`src/rtl/keypad_pkg.sv`:
```
`default_nettype none
// ============================================================================
// Module      : keypad_pkg
// Description : Shared types and constants for the matrix-keypad entry block:
//               scanner state encoding, code/column widths and the row-line
//               decoder used to recognise a single pressed key.
// Revision    : 1.0 - initial release
// ============================================================================
package keypad_pkg;

   // Width of one decoded key code ({row, col})
   localparam int KEY_W    = 4;
   // Number of keypad columns and rows driven / sensed
   localparam int NUM_COLS = 4;
   localparam int COL_W    = 2;
   localparam int ROW_W    = 2;

   // Scanner state machine encoding
   typedef enum logic [1:0] {
      SCAN     = 2'd0,
      DEBOUNCE = 2'd1,
      HELD     = 2'd2,
      RELEASE  = 2'd3
   } state_t;

   // Result of looking at the active-low row lines for the current column
   typedef struct packed {
      logic             valid;
      logic [ROW_W-1:0] idx;
   } row_dec_t;

   // Exactly one low row is a key; all-high or multiple lows are "no key"
   function automatic row_dec_t decode_rows(input logic [3:0] rows_n);
      row_dec_t d;
      d = '{valid: 1'b1, idx: 2'd0};
      case (rows_n)
         4'b1110: d.idx = 2'd0;
         4'b1101: d.idx = 2'd1;
         4'b1011: d.idx = 2'd2;
         4'b0111: d.idx = 2'd3;
         default: d.valid = 1'b0;
      endcase
      return d;
   endfunction

endpackage
`default_nettype wire

```
`src/rtl/keypad_entry_scan_tick_gen.sv`:
```
`default_nettype none
// ============================================================================
// Module      : scan_tick_gen
// Description : Free-running prescaler. Counts 0..SCAN_DIV-1 and raises a
//               one-cycle tick while the count sits at SCAN_DIV-1.
// Revision    : 1.0 - initial release
// ============================================================================
module scan_tick_gen #(
   parameter int SCAN_DIV = 50000
) (
   input  logic Clk,
   input  logic Reset,
   output logic o_tick
);

   localparam int              CNT_W = (SCAN_DIV > 2) ? $clog2(SCAN_DIV) : 1;
   localparam logic [CNT_W-1:0] C_LAST = CNT_W'(SCAN_DIV - 1);

   logic [CNT_W-1:0] r_cnt;
   logic             w_last;

   assign w_last = (r_cnt == C_LAST);
   assign o_tick = w_last;

   // Prescaler count, wrapping to zero after the tick cycle
   always_ff @(posedge Clk or posedge Reset) begin
      if (Reset) begin
         r_cnt <= '0;
      end else if (w_last) begin
         r_cnt <= '0;
      end else begin
         r_cnt <= r_cnt + 1'b1;
      end
   end

endmodule
`default_nettype wire

```
`src/rtl/keypad_entry.sv`:
```
`default_nettype none
// ============================================================================
// Module      : keypad_entry
// Description : 4x4 active-low matrix keypad scanner. Synchronises the row
//               lines, debounces press and release over scan ticks, decodes
//               the accepted key to a hex code and shifts it into a 16-bit
//               entry register (newest digit in [3:0]).
//               Optional build macro KEYPAD_REPEAT_EN: auto-repeat of a held
//               key every REPEAT_SCANS ticks.
// Revision    : 1.0 - initial release
// ============================================================================
module keypad_entry
   import keypad_pkg::*;
#(
   parameter int SCAN_DIV       = 50000,
   parameter int DEBOUNCE_SCANS = 8,
   parameter int REPEAT_SCANS   = 250
) (
   input  logic             Clk,
   input  logic             Reset,
   input  logic [3:0]       rows_n,
   input  logic             clear,
   output logic [3:0]       col_n,
   output logic [KEY_W-1:0] key_code,
   output logic             key_valid,
   output logic [15:0]      value
);

   // Counter sized for the larger of the two tick limits; it only ever
   // counts up to a limit and is then reloaded, so it never wraps.
   localparam int CNT_MAX = (DEBOUNCE_SCANS > REPEAT_SCANS) ? DEBOUNCE_SCANS : REPEAT_SCANS;
   localparam int CNT_W   = $clog2(CNT_MAX + 1);
   localparam logic [CNT_W-1:0] C_DEB = CNT_W'(DEBOUNCE_SCANS);
   localparam logic [CNT_W-1:0] C_ONE = CNT_W'(1);
`ifdef KEYPAD_REPEAT_EN
   localparam logic [CNT_W-1:0] C_REP = CNT_W'(REPEAT_SCANS);
`endif

   // Synchroniser
   logic [3:0]       r_sync1;
   logic [3:0]       r_rs_n;

   // Scanner state
   state_t           r_state;
   state_t           w_state_nxt;
   logic [CNT_W-1:0] r_cnt;
   logic [CNT_W-1:0] w_cnt_nxt;
   logic [CNT_W-1:0] w_cnt_inc;
   logic [KEY_W-1:0] r_cand;
   logic [KEY_W-1:0] w_cand_nxt;
   logic [COL_W-1:0] r_col_idx;
   logic [COL_W-1:0] w_col_nxt;

   // Accept path
   logic             w_accept;
   logic [KEY_W-1:0] w_acc_code;

   // Output registers
   logic [KEY_W-1:0] r_key_code;
   logic             r_key_valid;
   logic [15:0]      r_value;

   // Decode helpers
   logic             w_tick;
   row_dec_t         w_dec;
   logic [KEY_W-1:0] w_code_now;
   logic             w_cand_low;
   logic             w_same_key;

   scan_tick_gen #(
      .SCAN_DIV (SCAN_DIV)
   ) u_tick (
      .Clk    (Clk),
      .Reset  (Reset),
      .o_tick (w_tick)
   );

   assign w_dec      = decode_rows(r_rs_n);
   assign w_code_now = {w_dec.idx, r_col_idx};
   assign w_cand_low = ~r_rs_n[r_cand[KEY_W-1:COL_W]];
   assign w_same_key = w_dec.valid && (w_dec.idx == r_cand[KEY_W-1:COL_W]);
   assign w_cnt_inc  = r_cnt + C_ONE;

   assign col_n     = ~(4'b0001 << r_col_idx);
   assign key_code  = r_key_code;
   assign key_valid = r_key_valid;
   assign value     = r_value;

   // Two-flop synchroniser on the asynchronous row lines (idle = all high)
   always_ff @(posedge Clk or posedge Reset) begin
      if (Reset) begin
         r_sync1 <= 4'hF;
         r_rs_n  <= 4'hF;
      end else begin
         r_sync1 <= rows_n;
         r_rs_n  <= r_sync1;
      end
   end

   // Scanner state, debounce counter, candidate code and column index
   always_ff @(posedge Clk or posedge Reset) begin
      if (Reset) begin
         r_state   <= SCAN;
         r_cnt     <= '0;
         r_cand    <= '0;
         r_col_idx <= '0;
      end else begin
         r_state   <= w_state_nxt;
         r_cnt     <= w_cnt_nxt;
         r_cand    <= w_cand_nxt;
         r_col_idx <= w_col_nxt;
      end
   end

   // Next-state logic; everything moves only on a scan tick
   always_comb begin
      w_state_nxt = r_state;
      w_cnt_nxt   = r_cnt;
      w_cand_nxt  = r_cand;
      w_col_nxt   = r_col_idx;
      w_accept    = 1'b0;
      w_acc_code  = r_cand;

      if (w_tick) begin
         case (r_state)
            SCAN: begin
               if (w_dec.valid) begin
                  w_cand_nxt = w_code_now;
                  if (C_ONE >= C_DEB) begin
                     // Single-tick debounce: the detecting tick is enough
                     w_accept    = 1'b1;
                     w_acc_code  = w_code_now;
                     w_cnt_nxt   = '0;
                     w_state_nxt = HELD;
                  end else begin
                     w_cnt_nxt   = C_ONE;
                     w_state_nxt = DEBOUNCE;
                  end
               end else begin
                  w_col_nxt = r_col_idx + 1'b1;
               end
            end

            DEBOUNCE: begin
               if (w_same_key) begin
                  if (w_cnt_inc >= C_DEB) begin
                     w_accept    = 1'b1;
                     w_cnt_nxt   = '0;
                     w_state_nxt = HELD;
                  end else begin
                     w_cnt_nxt = w_cnt_inc;
                  end
               end else begin
                  // Bounce or ghost: drop the candidate, keep the column
                  w_cnt_nxt   = '0;
                  w_state_nxt = SCAN;
               end
            end

            HELD: begin
               if (!w_cand_low) begin
                  if (C_ONE >= C_DEB) begin
                     w_cnt_nxt   = '0;
                     w_state_nxt = SCAN;
                  end else begin
                     w_cnt_nxt   = C_ONE;
                     w_state_nxt = RELEASE;
                  end
               end
`ifdef KEYPAD_REPEAT_EN
               else if (w_cnt_inc >= C_REP) begin
                  w_accept  = 1'b1;
                  w_cnt_nxt = '0;
               end else begin
                  w_cnt_nxt = w_cnt_inc;
               end
`endif
            end

            RELEASE: begin
               if (!w_cand_low) begin
                  if (w_cnt_inc >= C_DEB) begin
                     w_cnt_nxt   = '0;
                     w_state_nxt = SCAN;
                  end else begin
                     w_cnt_nxt = w_cnt_inc;
                  end
               end else begin
                  // Key came back: restart the release count, no new accept
                  w_cnt_nxt = '0;
               end
            end

            default: begin
               w_cnt_nxt   = '0;
               w_state_nxt = SCAN;
            end
         endcase
      end
   end

   // Accept strobe, last key code and the shifting entry register
   always_ff @(posedge Clk or posedge Reset) begin
      if (Reset) begin
         r_key_valid <= 1'b0;
         r_key_code  <= '0;
         r_value     <= 16'h0000;
      end else begin
         r_key_valid <= w_accept;
         if (w_accept) begin
            r_key_code <= w_acc_code;
         end
         if (clear) begin
            r_value <= w_accept ? {12'h000, w_acc_code} : 16'h0000;
         end else if (w_accept) begin
            r_value <= {r_value[11:0], w_acc_code};
         end
      end
   end

endmodule
`default_nettype wire
```
`config.mk`:
```
export PLATFORM = sky130hd
export DESIGN_NAME = keypad_entry
export DESIGN_NICKNAME = d
export VERILOG_FILES = /design/src/rtl/keypad_pkg.sv /design/src/rtl/keypad_entry_scan_tick_gen.sv /design/src/rtl/keypad_entry.sv
export SDC_FILE = /design/constraint.sdc
export NUM_CORES = 1
export LEC_CHECK = 0
export ABC_AREA = 1
export CAP_MARGIN = 20
export CORE_ASPECT_RATIO = 2
export CORE_MARGIN = 5
export CORE_UTILIZATION = 25
export CTS_CLUSTER_DIAMETER = 50
export DETAILED_ROUTE_END_ITERATION = 16
export DONT_BUFFER_PORTS = 1
export PLACE_DENSITY = 0.44
export SLEW_MARGIN = 10
export SYNTH_ARGS = -nofsm -noshare
export SYNTH_HDL_FRONTEND = slang
export SYNTH_SLANG_ARGS = --single-unit
export TNS_END_PERCENT = 50
```
`constraint.sdc`:
```
create_clock -name Clk -period 2.3 [get_ports Clk]
set_clock_uncertainty 0.15 [all_clocks]
set_input_delay 0.115 -clock Clk [delete_from_list [all_inputs] [get_ports Clk]]
set_output_delay 0.115 -clock Clk [all_outputs]
set_load 0.005 [all_outputs]
```
Word level (Yosys, flattened, before mapping)
Index checks and enable logic that the tools add are counted. W data, S select, Z words.

Register bits: 61. Input port bits: 7. Output and inout bits: 25. Logic and storage cells: 65.

$add $sub $neg: 3. $lt $le $gt $ge: 2. Eq/ne operators: 14. Shifts and indexed selects: 1. Muxes and demuxes: 25. Bitwise logic cells: 2. Reduce and logical (&&, ||, !) cells: 8.

Operators by type and width (number): $mux W16 (3); $mux W8 (5); $pmux W8 S4 (1); $add A16 B1 Y16 const B (1); $eq A16 B16 Y1 const B (1); $eq A4 B4 Y1 const B (3); $mux W2 (6); $reduce_and A3 Y1 (3); $add A8 B1 Y8 const B (1); $ge A8 B4 Y1 const B (1); $ne A2 B2 Y1 const B (4); $pmux W2 S4 (1); $mux W1 (6); $pmux W2 S3 (1); $reduce_and A6 Y1 (1); $eq A2 B2 Y1 const B (2); $eq A4 B3 Y1 const B (1); $mux W4 (1); $not A4 Y4 (1); $reduce_or A4 Y1 (1); $shl A1 B2 Y4 const A (1); $lt A2 B3 Y1 const B (1); $ne A3 B3 Y1 const B (1); $add A2 B1 Y2 const B (1); 7 further kinds (7).

Longest topological paths before layout
Gate-level depths: netlist of the first run.

Depth in word-level cells: 9. Gate-level depth with buffers: 13.

Hierarchy
A second synthesis of the first run with hierarchy kept.

Cell total of the unflattened synthesis: 379. Area total of the unflattened synthesis: 3046.7 um^2.

Modules (own cells, without submodules): keypad_entry (times used 1, cells an instance 257, area each 2165.8 um^2, sequential area each 1136.1 um^2); scan_tick_gen (times used 1, cells an instance 122, area each 880.8 um^2, sequential area each 400.4 um^2).

Worst setup path after synthesis of the first run
Ideal clock, no wire load.

Path kind: reg-to-reg. From: reg u_tick.r_cnt[0]. To: reg r_key_code[3] (netlist: key_code[3]). Data arrival time: 1.599 ns. Setup slack: 0.430 ns. Stages on the path, launching flop included: 12. Clock period less this slack: 1.870 ns. Cell sequence: dfrtp_1 > ha_1 > nand2_1 > nor2_4 > inv_2 > nor3_4 > nand2_2 > nor2_4 > inv_2 > buf_6 > nand2_2 > o21ai_2.

Cells in the longest elaborated chain, start to end: 2.

Ends and longest elaborated chain: from (decl) (line keypad_entry_scan_tick_gen.sv:19) `logic [CNT_W-1:0] r_cnt;`; from (signal assigned) (line keypad_entry_scan_tick_gen.sv:32) `r_cnt <= r_cnt + 1'b1;`; $eq A16 B16 Y1 (line keypad_entry_scan_tick_gen.sv:22) `assign w_last = (r_cnt == C_LAST);`; $mux W1 (line keypad_entry.sv:124) `if (w_tick) begin`; to (signal assigned) (line keypad_entry.sv:211) `r_key_code <= w_acc_code;`; to (decl) (line keypad_entry.sv:59) `logic [KEY_W-1:0] r_key_code;`.

No other way between the ends. A chain may end at the register's enable or synchronous reset.

Final worst setup path of the first run
From: reg u_tick.r_cnt[0]. To: reg u_tick.r_cnt[12].

Cells in the longest elaborated chain, start to end: 2. Elaborated cells on any way between the ends: 3. Classes of those cells: add/sub (1); eq/ne (1); mux (1).

Ends and longest elaborated chain: $add A16 B1 Y16 or $eq A16 B16 Y1 (tied branches) (line keypad_entry_scan_tick_gen.sv:32, keypad_entry_scan_tick_gen.sv:22); $mux W16 * (line keypad_entry_scan_tick_gen.sv:29) `end else if (w_last) begin`.

Every way passes the cells marked *; elsewhere a longest branch is shown, timed or not.

==> reports/summary.txt, run 1 <==
Outcome: finished, final reports clean
Total power: 2.60 mW
Vias/cell: 4.34
# diodes: 0
Routed length per placed instance: 13.3 um
Minimum clock period: 2.06 ns
Slew Viols, Final: 0
Async S/R FF share, synth: 1.00
Total global-route track usage: 0.108
Clock Tree Root: clkbuf_16
Clock slew at reported path FFs: 0.06 ns
Setup CP Type: reg2reg
Synthesized area: 2960 um2
Placed insts: 496
Antenna Nets Post-Route: 0
H-tree levels: 3
First-pass GRT wire length: 11600 um
Initial core utilization: 0.253
Dpl cell area: 3180 um2
Busiest layer in global routing: met2
FF+latch count, synth: 61
Synth Flop Type: dfrtp_1
Layout cells sized above 1: 0.158
Post-CTS sizing: 0
Max VDD drop: 377 uV
Die height: 164 um
Post-synth EDFFs: 0
Total wire length: 6900 um
Max Cap Viol: 0
Grt met3 use: 0.0316
RD Place Congestion: 0.857
Unique masters post-synth: 29
Nets: 381
Placement Setup Slack: 0.273 ns
CTS Hold Bufs: 6
CTS Buf Count: 9
Design area: 3570 um2
Gr ovfl total: 0
Post-route setup TNS: 0 ns
Area Overhead vs Synth: 20.4%
Core region area: 11700 um2
Setup violations, final: 0
Final setup margin: 0.241 ns
Row count: 56
Largest net degree at the start of global routing: 33
Fill cells: 1205
Crit path arrival time: 2.13 ns
Fin. Hold Viols: 0
Initial antenna violation count: 0
Seq/Total Area, Yosys: 0.519
CTS tree: built
Die footprint: 14300 um2
Setup crit end kind: flip-flop
DRT iter0 DRCs: 78
Clk sinks: 61
Syn nets: 361
Finished Layout Cells: 518
Util after Layout: 0.305
Power Density: 730 nW/um2
Req. time, crit path: 2.37 ns
Top Ports: 32
Leakage: 1.78 nW
Vias: 2249
M1 GR Usage: 0.0916
Vias in the first global route: 2436
Postcts setup bufs: 0
RSZ-0062 raised after global routing: no
Relative slew margins: 0.550
Worst Setup Start Kind: flip-flop
CP Max Fanout: 4
Ys Warns: 0
Die Wd: 87.0 um
Worst slew pin tran: 0.674 ns
Min-Delay Path Class: in2reg
Post-DP HPWL: 5340 um
Final period util: 0.895
Skew-Pair Late Insertion Delay: 0.33 ns
Met2 GRT Util: 0.210
DRC: 0
Mapped Cells: 348
DRT Pass-1 Iters: 4
WHS: 0.00806 ns
Synth Area per Inst: 8.51 um2
Number of buffers added on ports: 0
Fmax: 486 MHz
Maximum buffer depth of the clock tree: 2
## per-layer routing
layer | up-vias | wire length [um]
li1 | 1130 | -
met1 | 1052 | 2220
met2 | 46 | 4030
met3 | 21 | 336
met4 | 0 | 309
met5 | - | 0
## worst max-delay path: stages, from the launching register on
cell and delay (ns):
dfrtp_1 0.37, ha_1 0.19, nand2_1 0.09, nor2_4 0.13, nand2_1 0.07, nor2_1 0.14, nand2_1 0.08, nor2_1 0.22
nand3_1 0.19, nor2_1 0.14, nor2_1 0.07, nand2_1 0.07, inv_1 0.04
## cells by family after synthesis
kind of cell | Yosys count | share of synthesized area
flip-flops | 61 | 0.519
multiplexers | 2 | 0.00760
AND/OR/NAND/NOR | 174 | 0.265
adder cells (fa/ha/maj) | 6 | 0.0253
buffers and inverters | 65 | 0.0913
XOR/XNOR | 6 | 0.0177
AO/OA/AOI/OAI | 34 | 0.0744
## cell usage after synthesis (2+ instances only)
cell type  number  area [um2]
o21ai_2        12         105
nand4_1         7        43.8
nand2_2         6        37.5
dfstp_2         8         210
nand3_1        31         155
nor3_1          4        20.0
inv_2           2        7.51
nor2_4          3        33.8
inv_1          58         218
nand3b_1        2        15.0
ha_1            6        75.1
mux2_2          2        22.5
xor2_1          4        35.0
nand2_1        90         338
nor2_1         27         101
a21oi_1         4        20.0
buf_6           3        33.8
dfrtp_1        53        1330
xnor2_1         2        17.5
o21ai_0        15        75.1
## sequential cells by signal, summed over array words and instances (netlist names), named ones only
signal	flops
r_cnt	8
key_code	4
r_sync1	4
r_state	1
r_cand	4
r_col_idx	2
value	16
u_tick.r_cnt	16
key_valid	1
r_rs_n	4
## path summary, 6_finish.rpt
check                                start          endpoint  slack (ns)  cells past startpoint
max                        u_tick.r_cnt[0]  u_tick.r_cnt[12]        0.24                     12
min                                  clear          value[4]       0.008                      3
max reg2reg                u_tick.r_cnt[0]  u_tick.r_cnt[12]        0.24                     12
min reg2reg                     r_sync1[1]         r_rs_n[1]        0.21                      0
max in group asynchronous            Reset         r_rs_n[0]        1.13                      3
min in group asynchronous            Reset          value[0]        0.19                      2
## cells in the final DEF (no fill, tap or decap), types with 2 or more instances in the layout
| cell | count |
|---|---|
| nand2_1 | 90 |
| inv_1 | 57 |
| dfrtp_1 | 53 |
| nand3_1 | 31 |
| nor2_1 | 27 |
| o21ai_0 | 15 |
| o21ai_2 | 12 |
| clkbuf_16 | 9 |
| dfstp_2 | 8 |
| nand4_1 | 7 |
| nand2_2 | 6 |
| ha_1 | 6 |
| dlygate4sd3_1 | 6 |
| buf_4 | 6 |
| a21oi_1 | 4 |
| xor2_1 | 4 |
| nor3_1 | 4 |
| nor2_4 | 3 |
| inv_2 | 3 |
| nand3b_1 | 2 |
| mux2_2 | 2 |
| xnor2_1 | 2 |
| clkinv_4 | 2 |
| bufinv_16 | 2 |
| buf_12 | 2 |
## area by class of cell
| cell class | instances | area (um2) | share of cell area |
|---|---|---|---|
| Clock buffer | 9 | 225 | 0.0632 |
| Clock inverter | 7 | 97.6 | 0.0274 |
| Sequential cell | 61 | 1540 | 0.431 |
| Timing Repair Buffer | 14 | 145 | 0.0407 |
| Tap cell | 145 | 181 | 0.0509 |
| Multi-Input combinational cell | 222 | 1150 | 0.324 |
| Inverter | 60 | 225 | 0.0632 |
## power breakdown
group	internal [mW]	leakage, nW	total (mW)	switching [mW]
combinational	0.0217	0.819	0.0710	0.0493
sequential	1.09	0.810	1.09	0.00422
clock	0.950	0.154	1.44	0.490
total	2.06	1.78	2.60	0.544
No activity file was read; power rests on OpenSTA's default activity.
==> run 2: changes to the inputs <==
--- a/config.mk
+++ b/config.mk
@@ -14,6 +14,7 @@
 export DETAILED_ROUTE_END_ITERATION = 16
 export DONT_BUFFER_PORTS = 1
 export PLACE_DENSITY = 0.44
+export SETUP_SLACK_MARGIN = 0.3
 export SLEW_MARGIN = 10
 export SYNTH_ARGS = -nofsm -noshare
 export SYNTH_HDL_FRONTEND = slang
==> run 2 against run 1 <==
  * Sequential share of layout area down 2.6 points
  * Total power up 0.68%
  * Largest cell class unchanged
  * Flip-flop and latch count unchanged
  * Clock power about the same
  * First-iteration DRC count up 1.3%
  * Largest power group unchanged
  * Clock-buffer cell count unchanged
  * Critical path type unchanged
  * Via count up 3.1%
  * Register-to-register slack better by 0.07 ns
==> reports/summary.txt, run 2 (synthesized netlist as in run 1, its figures left out) <==
Antenna Nets Post-Route: 0
CTS Buf Count: 9
Vias in the first global route: 2436
Relative slew margins: 0.544
Routed length per placed instance: 13.6 um
Total wire length: 7190 um
Top Ports: 32
DRC: 0
Clock Tree Root: clkbuf_16
DRT Pass-1 Iters: 4
Worst slew pin tran: 0.683 ns
Min-Delay Path Class: in2reg
Power share of the combinational group: 0.034
Setup CP Type: reg2reg
Initial core utilization: 0.253
Placed insts: 496
Max Cap Viol: 0
CTS tree: built
Die Wd: 87.0 um
Layout cells sized above 1: 0.247
Power Density: 691 nW/um2
Fin. Hold Viols: 0
Core region area: 11700 um2
Setup crit end kind: flip-flop
Post-route setup TNS: 0 ns
Outcome: finished, final reports clean
Util after Layout: 0.324
Area Overhead vs Synth: 28.1%
Req. time, crit path: 2.37 ns
Slew Viols, Final: 0
Post-DP HPWL: 5340 um
Minimum clock period: 1.98 ns
Skew-Pair Late Insertion Delay: 0.33 ns
Placement Setup Slack: 0.273 ns
Clk sinks: 61
Largest net degree at the start of global routing: 33
Maximum buffer depth of the clock tree: 2
Nets: 392
Switching share of power: 0.211
Final period util: 0.863
Gr ovfl total: 0
Row count: 56
Int Pwr: 2.07 mW
Die footprint: 14300 um2
Net switching power: 0.552 mW
Commonest cells after routing, fill and taps aside: 78 x nand2_1, 53 x dfrtp_1, 52 x inv_1
Vias/cell: 4.38
Initial antenna violation count: 0
RD Place Congestion: 0.857
Crit path arrival time: 2.06 ns
RSZ-0062 raised after global routing: yes
Number of buffers added on ports: 0
Finished Layout Cells: 529
Final setup margin: 0.316 ns
Fmax: 504 MHz
Commonest non-fill, non-tap cell in the layout: nand2_1
Fill cells: 1182
DRT iter0 DRCs: 79
First-pass GRT wire length: 11600 um
Max VDD drop: 378 uV
Clock slew at reported path FFs: 0.06 ns
CP Max Fanout: 6
Vias: 2318
Leakage: 1.91 nW
Clock power frac: 0.550
# diodes: 0
Setup violations, final: 0
Die height: 164 um
Worst Setup Start Kind: flip-flop
Total global-route track usage: 0.108
H-tree levels: 3
Sequential power share: 0.417
[run 2: power by group through the flow]
stage | Sequential [mW] | Combinational (mW) | Clock (mW)
finish | 1.09 | 0.0881 | 1.44
global route | 1.09 | 0.0995 | 1.52
CTS | 1.09 | 0.0744 | 1.48
detailed placement | 1.11 | 0.0653 | 0
global placement | 1.11 | 0.0653 | 0
floorplan | 1.11 | 0.0430 | 0
[run 2: cell type report]
| type | instances | area [um2] | share of cell area |
|---|---|---|---|
| sequential | 61 | 1540 | 0.405 |
| clock inverter | 7 | 97.6 | 0.0257 |
| clock buffer | 9 | 225 | 0.0594 |
| multi-input combinational | 222 | 1260 | 0.332 |
| tap | 145 | 181 | 0.0478 |
| timing repair buffer | 25 | 267 | 0.0703 |
| inverter | 60 | 225 | 0.0594 |
[run 2: repair_timing]
item | in CTS | in global routing
buffers inserted | 0 | 9
pin swaps | 0 | 11
hold buffers | 6 | 0
setup endpoints to repair | 8 | 36
cloned | 0 | 2
endpoints found under the hold margin | 45 | 0
resized for setup | 3 | 38
[run 2: stage by stage]
stage / instance area [um2] / power, mW / hold WS [ns]
finish: 3790 / 2.62 / 0.00808
global route: 3790 / 2.71 / 0.0595
CTS: 3580 / 2.64 / 0.0113
detailed placement: 3180 / 1.18 / -0.0304
global placement: 3180 / 1.18 / -0.0304
floorplan: 2960 / 1.15 / -0.0305
[run 2: final timing paths]
| path | start | to | slack [ns] | depth (start not counted) |
|---|---|---|---|---|
| worst max-delay path | r_rs_n[3] | value[4] | 0.32 | 12 |
| min in group asynchronous | Reset | key_valid | 0.20 | 2 |
| worst max register to register | r_rs_n[3] | value[4] | 0.32 | 12 |
| worst min register to register | r_sync1[1] | r_rs_n[1] | 0.21 | 0 |
| worst min-delay path | clear | value[4] | 0.008 | 3 |
| max in group asynchronous | Reset | r_rs_n[0] | 1.13 | 3 |
[run 2: per-layer routing]
| layer | track usage | wire [um] | vias to the layer above |
|---|---|---|---|
| li1 | - | - | 1155 |
| met1 | 0.0916 | 2280 | 1103 |
| met2 | 0.210 | 4270 | 42 |
| met3 | 0.0316 | 349 | 18 |
| met4 | 0.0624 | 290 | 0 |
| met5 | 0 | 0 | - |
[run 2: worst max-delay path, stage by stage, from the launching register on]
cell and delay, ns:
dfstp_2 0.55, nand2_2 0.08, inv_2 0.06, nand2_1 0.06, nand2_1 0.09, nand2_1 0.06, nand2_2 0.07, nand3b_1 0.17
nor2_4 0.22, nor2_4 0.09, clkbuf_16 0.17, nand2_1 0.05, nand2_1 0.04
